`config.mk`:
```
export PLATFORM = sky130hd
export DESIGN_NAME = im_loader
export DESIGN_NICKNAME = d
export VERILOG_FILES = /design/src/rtl/im_loader.sv
export SDC_FILE = /design/constraint.sdc
export NUM_CORES = 1
export LEC_CHECK = 0
export BUFFER_PORTS_ARGS = -buffer_cell sky130_fd_sc_hd__buf_2
export CORE_MARGIN = 2
export CORE_UTILIZATION = 50
export CTS_CLUSTER_SIZE = 20
export DETAILED_ROUTE_END_ITERATION = 8
export PLACE_DENSITY = 0.69
export SETUP_SLACK_MARGIN = 0.02
export SYNTH_ARGS = -nofsm -noshare
export SYNTH_HDL_FRONTEND = slang
export SYNTH_SLANG_ARGS = --single-unit
```
`constraint.sdc`:
```
create_clock -name clk -period 6.34 [get_ports clk]
set_clock_uncertainty 0.1 [all_clocks]
set_input_delay 0.317 -clock clk [delete_from_list [all_inputs] [get_ports clk]]
set_output_delay 0.317 -clock clk [all_outputs]
set_load 0.1 [all_outputs]
```
`src/rtl/im_loader.sv`:
```
// Boot-time instruction-memory loader: receives a length-prefixed, checksummed byte
// stream and writes big-endian 32-bit words to sequential IM word addresses.
module im_loader #(
  parameter int ADDR_W    = 10,
  parameter int MAX_WORDS = 1024
) (
  input  logic              clk,
  input  logic              rst,
  input  logic              start,
  input  logic              byte_valid,
  input  logic [7:0]        byte_data,
  output logic              byte_ready,
  output logic              im_we,
  output logic [ADDR_W-1:0] im_waddr,
  output logic [31:0]       im_wdata,
  output logic [ADDR_W:0]   word_count,
  output logic              cpu_hold,
  output logic              done,
  output logic              err
);

  typedef enum logic [2:0] {
    S_IDLE, S_LEN_HI, S_LEN_LO, S_DATA, S_CHK, S_DONE, S_ERR
  } state_t;

  localparam logic [16:0] MAX_LEN = 17'(MAX_WORDS);

  state_t      state, state_next;
  logic        xfer;
  logic        restart;
  logic        last_word;
  logic [15:0] len_now;
  logic [7:0]  len_hi;
  logic [15:0] len;
  logic [1:0]  byte_cnt;
  logic [23:0] asm_q;
  logic [7:0]  sum;

  assign xfer      = byte_valid && byte_ready;
  assign len_now   = {len_hi, byte_data};
  // word_count equals the address of the word being assembled
  assign last_word = (16'(word_count) + 16'd1) == len;

  always_ff @(posedge clk or negedge rst) begin
    if (!rst) state <= S_IDLE;
    else      state <= state_next;
  end

  // NOTE: every output of this block gets a default first so no path can infer a latch.
  always_comb begin
    state_next = state;
    byte_ready = 1'b0;
    cpu_hold   = 1'b1;
    done       = 1'b0;
    err        = 1'b0;
    restart    = 1'b0;
    case (state)
      S_IDLE: if (start) begin
        state_next = S_LEN_HI;
        restart    = 1'b1;
      end
      S_LEN_HI: begin
        byte_ready = 1'b1;
        if (byte_valid) state_next = S_LEN_LO;
      end
      S_LEN_LO: begin
        byte_ready = 1'b1;
        if (byte_valid) begin
          if ({1'b0, len_now} > MAX_LEN) state_next = S_ERR;
          else if (len_now == 16'd0)     state_next = S_CHK;
          else                           state_next = S_DATA;
        end
      end
      S_DATA: begin
        byte_ready = 1'b1;
        if (byte_valid && byte_cnt == 2'd3 && last_word) state_next = S_CHK;
      end
      S_CHK: begin
        byte_ready = 1'b1;
        if (byte_valid) state_next = (byte_data == sum) ? S_DONE : S_ERR;
      end
      S_DONE: begin
        cpu_hold = 1'b0;
        done     = 1'b1;
        if (start) begin
          state_next = S_LEN_HI;
          restart    = 1'b1;
        end
      end
      S_ERR: begin
        err = 1'b1;
        if (start) begin
          state_next = S_LEN_HI;
          restart    = 1'b1;
        end
      end
      default: state_next = S_IDLE;
    endcase
  end

  // NOTE: sequential state uses non-blocking assignments so every register samples pre-edge values.
  always_ff @(posedge clk or negedge rst) begin
    if (!rst) begin
      im_we      <= 1'b0;
      im_waddr   <= '0;
      im_wdata   <= '0;
      word_count <= '0;
      len_hi     <= '0;
      len        <= '0;
      byte_cnt   <= '0;
      asm_q      <= '0;
      sum        <= '0;
    end else begin
      im_we <= 1'b0;
      if (restart) begin
        word_count <= '0;
        byte_cnt   <= '0;
        asm_q      <= '0;
        sum        <= '0;
      end else if (xfer) begin
        case (state)
          S_LEN_HI: len_hi <= byte_data;
          S_LEN_LO: len    <= len_now;
          S_DATA: begin
            sum      <= sum + byte_data;
            byte_cnt <= byte_cnt + 2'd1;
            asm_q    <= {asm_q[15:0], byte_data};
            if (byte_cnt == 2'd3) begin
              im_we      <= 1'b1;
              im_waddr   <= word_count[ADDR_W-1:0];
              im_wdata   <= {asm_q, byte_data};
              word_count <= word_count + 1'b1;
            end
          end
          default: ;
        endcase
      end
    end
  end

endmodule

```
==> results.ini, run 1 <==
[synthesis]
synthCells = 517
synth_edf_count = 0
synth_compound_area_share_pct = 12.1
synth_top_family_by_area = simple AND/OR/NAND/NOR gates
ys_async_sr_fraction_pct = 100
yosys.area_share.xor_xnor_pct = 3.47
yosys_most_used_dff = dfrtp_1
syn-num-nets = 539
seq_area_frac_synth_pct = 54.3
synth_cell_types = 59
synthMuxAreaShare_pct = 5.48
synth.avg_cell_area_um2 = 10.2
synthAdderAreaFrac_pct = 2.50
synth_seq_cells = 115
yosys.area_share.simple_pct = 19.3
yosys_warnings = 0
syn-cell-area_um2 = 5300

[sta]
rsz0062_at_grt = no
max_freq_ghz = 0.311
hold_viol = 0
worst_slack_ns = 3.12
setup_tns_ns = 0
setup_viol = 0
drv_slew = 0
slew-limit-headroom_pct = 18.1
worst_slew_pin_slew_ns = 1.23
finalCriticalPeriod_ns = 3.22
period_share_pct = 50.8

[routing]
first_iter_violations = 309
drtAntennaViolNets = 0
wl_um = 11900
route.detailed.drc = 0
routedWlPerCell_um = 16.2
route.vias.total = 4024
first_pass_iters = 4
routed_via_density = 5.49

[layout]
antenna_cells = 0
drive_above_1_share_pct = 24.1
syn2layout_area_growth_pct = 20.2
final_nets = 606
final_util_pct = 61.7
fin_cells = 733

[grt]
grt_usage_pct = 22.6
grt_pass1_wl_um = 19900
grt_pass1_vias = 3848
antenna_found_initial = 0
grt_overflow = 0
grt_max_degree = 67

[critical_path]
critPathKind = register to register
worst-path-stages = 9
cpPeakStageDelay_ns = 0.64
cp-end-kind = register
crit_end = word_count[10]
crit_slowest_cell = inv_2
r2r_cells = 9
start_kind = register
timing.rr.end = word_count[10]
crit_top_cell = buf_4
crit_start = state[2]
worstPathCellList = nand3b_2, nor2_2, buf_4, nand2_2, buf_4, inv_2, nor2_1, o21ai_0, o31ai_1
path_delay_family = buffers and inverters
required_ns = 6.63
r2r_start = state[2]
worstPathArrival_ns = 3.51
r2r_slack_ns = 3.12
crit_fanout = 55
critical_path_buf_inv_count = 3

[clock_tree]
clockBufferDepth = 2
ctsResizeCount = 0
clk_latency_ns = 0.52
cts.htree.levels = 4
cts_tree = yes
cts_sinks = 115
postCtsSetupRepairBufs = 0
clk_pin_slew_worst_paths_ns = 0.06
cts_buffers = 17
root_buffer = clkbuf_8

[job]
maxCapViolCount = 0

[die]
die_x_um = 107
io_pins = 70
std_cell_rows = 37
die_h_um = 107
core_um2 = 10300
start_util_pct = 51.3
die_area_um2 = 11400

[place]
hpwlAfterDp_um = 7830
post-place-cells = 699
place_congestion = 0.892
numPortBuffers = 69
pre_cts_ws_ns = 3.16

[power]
ir_drop_uv = 361
powerDensity_nw_per_um2 = 492
power.static_leakage_nw = 3.26

[outcome]
status = complete, no violations

[worst_hold_path]
hp-class = input port to register

-- area by class of cell --
cell class / instances / area [um^2]
timing repair buffer: 75 / 398
inverter: 7 / 26.3
multi-input combinational: 368 / 2270
fill: 873 / 3960
tap: 136 / 170
clock inverter: 12 / 179
clock buffer: 20 / 445
sequential: 115 / 2880
-- cell families after synthesis --
kind of cell             Yosys count
AND/OR/NAND/NOR                  221
multiplexers                      26
flip-flops                       115
XOR/XNOR                          21
AO/OA/AOI/OAI                     90
adder cells (fa/ha/maj)           10
buffers and inverters             34
-- timing repair --
item / in CTS / in global routing
hold endpoints to repair: 66 / 0
hold buffers: 2 / 0
endpoints found under the setup margin: 0 / 0
-- worst min-delay path: cells and delay by family --
family	cells	cell delay [ns]
AND/OR/NAND/NOR	2	0.13
buffers and inverters	1	0.17
-- synthesized netlist by cell type (all sizes together), types with 2 or more instances --
cell type | count | area (um^2)
mux2 | 24 | 270
dfrtp | 115 | 2880
o21ai | 29 | 145
nor3 | 10 | 55.1
nand4 | 2 | 12.5
nand2 | 152 | 578
a21o | 3 | 22.5
xor2 | 6 | 52.6
clkbuf | 18 | 67.6
buf | 9 | 58.8
ha | 9 | 113
nor4 | 8 | 101
inv | 7 | 26.3
xnor2 | 15 | 131
o31ai | 4 | 30.0
nand3 | 4 | 25.0
and3 | 5 | 31.3
a21oi | 7 | 35.0
or4 | 3 | 30.0
nand3b | 2 | 18.8
or3 | 2 | 12.5
nor3b | 2 | 15.0
o31a | 2 | 18.8
o211ai | 5 | 42.5
mux2i | 2 | 20.0
nor2 | 24 | 90.1
a22o | 28 | 245
nand2b | 3 | 18.8
-- state kept, by name (all words and copies together), names as in the netlist --
signal,cells
im_wdata,32
asm_q,24
len,16
word_count,11
im_waddr,10
len_hi,8
sum,8
state,3
byte_cnt,2
im_we,1
-- how the worst min path moves through the flow --
stage	from	endpoint	slack, ns	depth (start not counted)
CTS	byte_data[3]	im_wdata[3]	0.004	3
finish	byte_data[3]	im_wdata[3]	0.02	3
floorplan	rst	asm_q[0]	-0.08	0
detailed placement	im_wdata[23]	im_wdata[23]	0.36	2
global placement	rst	im_wdata[18]	0.36	1
global route	byte_data[5]	im_wdata[5]	0.02	3
-- report_power, final --
part	internal, mW	total, mW	switching [mW]
logic	0.338	1.05	0.707
registers	0.930	1.10	0.167
clock network	0.659	0.994	0.334
-- cells in the final DEF, fill, tap and decap left out, types with 3 or more instances in the layout --
cell          n
xnor2_1      15
buf_2        68
ha_1          9
o31ai_1       4
o21ai_0      27
nor4_4        3
nand3_1       3
clkbuf_8      3
nand2b_1      3
buf_4         5
inv_1         6
xor2_1        6
o211ai_1      4
a21o_1        3
nor3_1        9
and3_1        5
nand2_1     150
dfrtp_1     115
a22o_1       28
mux2_2       24
nor2_1       23
clkinvlp_4    3
nor4_1        4
bufinv_16     4
a21oi_1       7
clkbuf_16    16
-- per-stage QoR --
step	hold WS [ns]	instance area [um^2]	power, mW
2_1_floorplan	-0.0786	5300	1.94
4_1_cts	0.00381	6370	3.15
6_report	0.0241	6370	3.14
3_3_place_gp	0.355	5720	2.12
3_5_place_dp	0.358	5720	2.14
5_1_grt	0.0242	6370	3.29
-- metal layers --
metal | global-route usage [%] | part of all wire [%] | vias to the layer above
met2 | 34.5 | 47 | 105
met5 | 0 | 0 | -
li1 | - | - | 1942
met1 | 31.7 | 48 | 1962
met4 | 9.09 | 1.3 | 0
met3 | 4.80 | 4.0 | 15
Power figures use the tool's default switching activity.
==> run 2: changes to the inputs <==
- PLACE_DENSITY: 0.69 -> 0.71
- clock period: 6.34 -> 2.9 ns (I/O delays scaled with it)
==> run 2 against run 1 <==
Against the previous run:
- cell count is 1.6% higher
- clock-buffer cell count increased by 2
- critical path depth shrank 2
- routed wire length grew 3.3%
- sequential power is 120% higher
- worst hold slack better by 0.083 ns
==> results.ini, run 2 (synthesized netlist as in run 1, its figures left out) <==
[clock_tree]
cts_hold_buf = 10  ; +8
root_buffer = clkbuf_8
cts_buffers = 17  ; unchanged
clockBufferDepth = 2  ; unchanged
cts_tree = yes
clk_pin_slew_worst_paths_ns = 0.06  ; about the same
cts.htree.levels = 4  ; unchanged
ctsResizeCount = 0  ; unchanged
clk_latency_ns = 0.52  ; about the same
postCtsSetupRepairBufs = 0  ; unchanged
cts_sinks = 115  ; unchanged

[sta]
rsz0062_at_grt = no
drv_slew = 0  ; unchanged
max_freq_ghz = 0.391  ; +26%
period_share_pct = 88.1  ; +37 points
setup_tns_ns = 0  ; unchanged
setup_viol = 0  ; unchanged
slew-limit-headroom_pct = 53.0  ; +35 points
finalCriticalPeriod_ns = 2.56  ; -0.663 ns
worst_slew_pin_slew_ns = 0.703  ; -0.525 ns
hold_viol = 0  ; unchanged

[layout]
antenna_cells = 0  ; unchanged
layout_commonest_cell = nand2_1
largest_reg_flops = 32  ; unchanged
reg_top3 = im_wdata x32, asm_q x24, len x16
final_nets = 618  ; +2.0%
final_util_pct = 63.3  ; +1.6 points
layout_common_cells = nand2_1, dfrtp_1, buf_2
drive_above_1_share_pct = 24.5  ; +0.35 points
syn2layout_area_growth_pct = 23.3
top_register = im_wdata

[grt]
grt_pass1_wl_um = 20500  ; +3.0%
grt_pass1_vias = 4035  ; +4.9%
grt_max_degree = 63  ; -6.0%
grt_overflow = 0  ; unchanged
antenna_found_initial = 0  ; unchanged
grt_usage_pct = 23.3  ; +0.70 points

[worst_hold_path]
hp-class = input port to asynchronous set/reset pin

[routing]
first_pass_iters = 4  ; unchanged
routedWlPerCell_um = 16.5  ; +1.7%
route.vias.total = 4142  ; +2.9%
wl_um = 12300  ; +3.3%
drtAntennaViolNets = 0  ; unchanged
routed_via_density = 5.56  ; +1.3%
first_iter_violations = 315  ; +1.9%
route.detailed.drc = 0  ; unchanged

[critical_path]
required_ns = 3.19  ; -3.44 ns
critPathKind = register to register
worstPathCellList = ha_1, nand3_2, or3_1, or3b_1, o31a_1, nor4_4, o21ai_1
worstPathArrival_ns = 2.84  ; -0.67 ns
cp-end-kind = register
cpPeakStageDelay_ns = 0.43  ; -0.21 ns
path_delay_family = simple AND/OR/NAND/NOR gates
start_kind = register
crit_fanout = 10  ; -82%
crit_slowest_cell = dfrtp_2
critical_path_buf_inv_count = 0  ; -3

[die]
io_pins = 70  ; unchanged
core_um2 = 10300  ; unchanged
die_x_um = 107  ; unchanged
die_h_um = 107  ; unchanged
die_area_um2 = 11400  ; unchanged
std_cell_rows = 37  ; unchanged
start_util_pct = 51.3  ; unchanged

[power]
powerDensity_nw_per_um2 = 1080  ; +120%
power.static_leakage_nw = 3.34  ; +2.4%
ir_drop_uv = 507  ; +40%

[place]
numPortBuffers = 69  ; unchanged
hpwlAfterDp_um = 8260  ; +5.6%
place_congestion = 0.874  ; -2.1%

[job]
maxCapViolCount = 0  ; unchanged

[outcome]
status = complete, no violations

[run 2: path summary, 6_finish.rpt]
check / from / endpoint / slack [ns] / cells after the start
min reg2reg: im_wdata[31] / im_wdata[31] / 0.37 / 2
max: word_count[0] / state[0] / 0.34 / 7
max in group asynchronous: rst / word_count[3] / 1.81 / 3
min: rst / im_wdata[15] / 0.11 / 2
max reg2reg: word_count[0] / state[0] / 0.34 / 7
min in group clk: start / state[1] / 0.19 / 5
[run 2: metal layers]
layer / routed length, um / part of all wire, % / GRT usage [%] / up-vias
met1: 5630 / 46 / 31.3 / 2026
met5: 0 / 0 / 0 / -
met2: 5720 / 47 / 36.0 / 141
met4: 221 / 1.8 / 8.81 / 0
met3: 705 / 5.7 / 6.93 / 22
li1: - / - / - / 1953
[run 2: per-stage QoR]
stage	cells	power, mW	hold WS, ns	worst slack [ns]	cell area [um^2]
3_3_place_gp	703	4.66	0.124	0.485	5770
5_1_grt	745	7.39	0.160	0.174	6530
4_1_cts	745	7.06	0.115	0.347	6530
6_report	745	7.03	0.107	0.345	6530
2_1_floorplan	517	4.26	-0.251	0.0596	5310
3_5_place_dp	703	4.72	0.135	0.386	5770
[run 2: worst register-to-register path, stage by stage (launching register included)]
cell	delay [ns]
dfrtp_2	0.43
ha_1	0.27
nand3_2	0.24
or3_1	0.42
or3b_1	0.39
o31a_1	0.15
nor4_4	0.31
o21ai_1	0.11
[run 2: final cells by class]
class	instances	area, um^2
Sequential cell	115	2880
Clock inverter	10	203
Inverter	7	26.3
Fill cell	828	3790
Clock buffer	22	453
Timing Repair Buffer	87	520
Tap cell	136	170
Multi-Input combinational cell	368	2280
[run 2: report_power, final]
part | switching (mW) | total (mW) | internal [mW]
combinational | 1.55 | 2.31 | 0.760
clock | 0.698 | 2.31 | 1.61
sequential | 0.380 | 2.42 | 2.04
total | 2.63 | 7.03 | 4.40
==> run 3: changes to the inputs <==
- CORE_UTILIZATION: 50 -> 36
- PLACE_DENSITY: 0.71 -> 0.54
==> run 3 against run 2 <==
Against the previous run:
- utilization fell by 18 points
- register-to-register slack improved by 0.03 ns
- non-clock buffer count did not move
- fmax rose by 1.0%
- sequential power barely moved
- cell count rose by 6.4%
- global-route usage fell by 6.0 points
- combinational power barely moved
- critical path type unchanged
- largest power group unchanged
==> results.ini, run 3 (synthesized netlist as in run 1, its figures left out) <==
[sta]
whs_ns = 0.0745  ; -0.0326 ns
hold_viol = 0  ; unchanged
setup_tns_ns = 0  ; unchanged
worst_slack_ns = 0.370  ; +0.0254 ns
slew-limit-headroom_pct = 48.6  ; -4.4 points
drv_slew = 0  ; unchanged
rsz0062_at_grt = no
finalCriticalPeriod_ns = 2.53  ; -0.0254 ns
worst_slew_pin_slew_ns = 0.768  ; +0.0659 ns
setup_viol = 0  ; unchanged
period_share_pct = 87.2  ; -0.87 points
max_freq_ghz = 0.395  ; +1.0%

[layout]
fin_cells = 793  ; +6.4%
syn2layout_area_growth_pct = 23.3  ; unchanged
top_register = im_wdata
largest_reg_flops = 32  ; unchanged
final_nets = 618  ; unchanged
layout_commonest_cell = nand2_1
drive_above_1_share_pct = 25.0  ; +0.49 points
fin_area_um2 = 6530  ; unchanged
layout_common_cells = nand2_1, dfrtp_1, buf_2
final_util_pct = 45.1  ; -18 points
antenna_cells = 0  ; unchanged
fillers = 1402  ; +69%
reg_top3 = im_wdata x32, asm_q x24, len x16

[place]
post-place-cells = 752  ; +7.0%
place_area_um2 = 5830  ; +0.95%
hpwlAfterDp_um = 8710  ; +5.4%
place_congestion = 0.813  ; -7.0%
numPortBuffers = 69  ; unchanged
pre_cts_ws_ns = 0.362  ; -0.0232 ns

[power]
power.static_leakage_nw = 3.31  ; -0.90%
total_power_mw = 6.87  ; -2.3%
ir_drop_uv = 480  ; -5.3%
seqPwrFrac_pct = 35.2  ; +0.8 points
switching_share_pct = 39.0  ; +1.6 points
p_int_mw = 4.19  ; -4.8%
net-switching-power_mw = 2.68  ; +1.9%
powerDensity_nw_per_um2 = 1050  ; -2.3%
p_clk_share_pct = 31.1  ; -1.7 points
power_frac_comb_pct = 33.7  ; +0.9 points

[critical_path]
worstPathArrival_ns = 2.71  ; -0.13 ns
cpPeakStageDelay_ns = 0.43  ; about the same
start_kind = register
r2r_slack_ns = 0.37  ; +0.03 ns
crit_slowest_cell = dfrtp_2
required_ns = 3.08  ; -0.11 ns
cp-end-kind = register
critPathKind = register to register
timing.rr.end = state[1]
worstPathCellList = ha_1, nand3_2, or3_1, o211a_1, o31a_1, nor4_4, o211ai_2
crit_fanout = 10  ; unchanged
r2r_cells = 7  ; unchanged
r2r_start = word_count[0]

[routing]
route.vias.total = 4045  ; -2.3%
routed_via_density = 5.10  ; -8.3%
first_iter_violations = 278  ; -12%
route.detailed.drc = 0  ; unchanged
drtAntennaViolNets = 0  ; unchanged
wl_um = 13000  ; +5.6%
routedWlPerCell_um = 16.4  ; -0.76%
first_pass_iters = 5  ; +1

[grt]
grt_overflow = 0  ; unchanged
antenna_found_initial = 0  ; unchanged
grt_pass1_vias = 4058  ; +0.57%
grt_usage_pct = 17.4  ; -6.0 points
grt_pass1_wl_um = 21500  ; +5.3%
grt_max_degree = 55  ; -13%

[die]
std_cell_rows = 44  ; +19%
die_area_um2 = 15700  ; +37%
core_um2 = 14500  ; +40%
start_util_pct = 36.6  ; -15 points
die_h_um = 125  ; +17%
io_pins = 70  ; unchanged
die_x_um = 125  ; +17%

[clock_tree]
cts_tree = yes
clk_latency_ns = 0.41  ; -0.11 ns
ctsResizeCount = 0  ; unchanged
cts.htree.levels = 4  ; unchanged
cts_sinks = 115  ; unchanged
clk_pin_slew_worst_paths_ns = 0.06  ; about the same
clockBufferDepth = 2  ; unchanged
root_buffer = clkbuf_16
cts_buffers = 17  ; unchanged

[outcome]
status = complete, no violations

[job]
maxCapViolCount = 0  ; unchanged

[worst_hold_path]
hp-class = input port to asynchronous set/reset pin

## run 3: cell types whose count changed in the layout (fill, tap and decap cells not counted), sizes merged
cell         before  now
clkinv            3    5
dlygate4sd3      10    9
clkinvlp          1    3
bufinv            6    3
inv               7    8
buf              77   78
clkbuf           22   20
## run 3: layout make-up
type / instances / area (um^2) / area share [%]
Tap cell: 184 / 230 / 3.53
Inverter: 7 / 26.3 / 0.402
Sequential cell: 115 / 2880 / 44.1
Clock inverter: 12 / 154 / 2.36
Multi-Input combinational cell: 368 / 2280 / 34.9
Timing Repair Buffer: 87 / 505 / 7.74
Clock buffer: 20 / 457 / 6.99
## run 3: power by group through the flow
stage	clock [mW]	combinational, mW	sequential, mW
4_1_cts	2.18	2.32	2.41
3_3_place_gp	0	2.28	2.42
3_5_place_dp	0	2.30	2.43
2_1_floorplan	0	1.37	2.89
5_1_grt	2.26	2.49	2.48
6_report	2.14	2.32	2.42
## run 3: critical path: cells and delay by family (launching register included)
kind / cells / cell delay [ns]
compound gates: 3 / 0.63
fa+ha+maj: 1 / 0.28
flops: 1 / 0.43
simple gates: 3 / 0.96
## run 3: timing repair
| action | 4_1_cts | 5_1_grt |
|---|---|---|
| setup buffers | 0 | 0 |
| hold buffers | 9 | 0 |
| endpoints found under the hold margin | 86 | 0 |
## run 3: worst max-delay path by stage
stage,from,endpoint,slack (ns),depth (start not counted)
6_report,word_count[0],state[1],0.37,7
2_1_floorplan,word_count[2],state[1],0.06,7
5_1_grt,word_count[0],state[1],0.21,7
4_1_cts,word_count[0],state[1],0.35,7
3_5_place_dp,word_count[0],state[1],0.36,7
3_3_place_gp,word_count[0],state[1],0.46,7
## run 3: metal layers
metal  part of all wire, %  track usage, %  up-vias
met1                    48            24.4     1977
met3                   4.0            4.11       18
li1                      -               -     1954
met2                    46            26.1       96
met5                     0               0        -
met4                   1.8            6.99        0
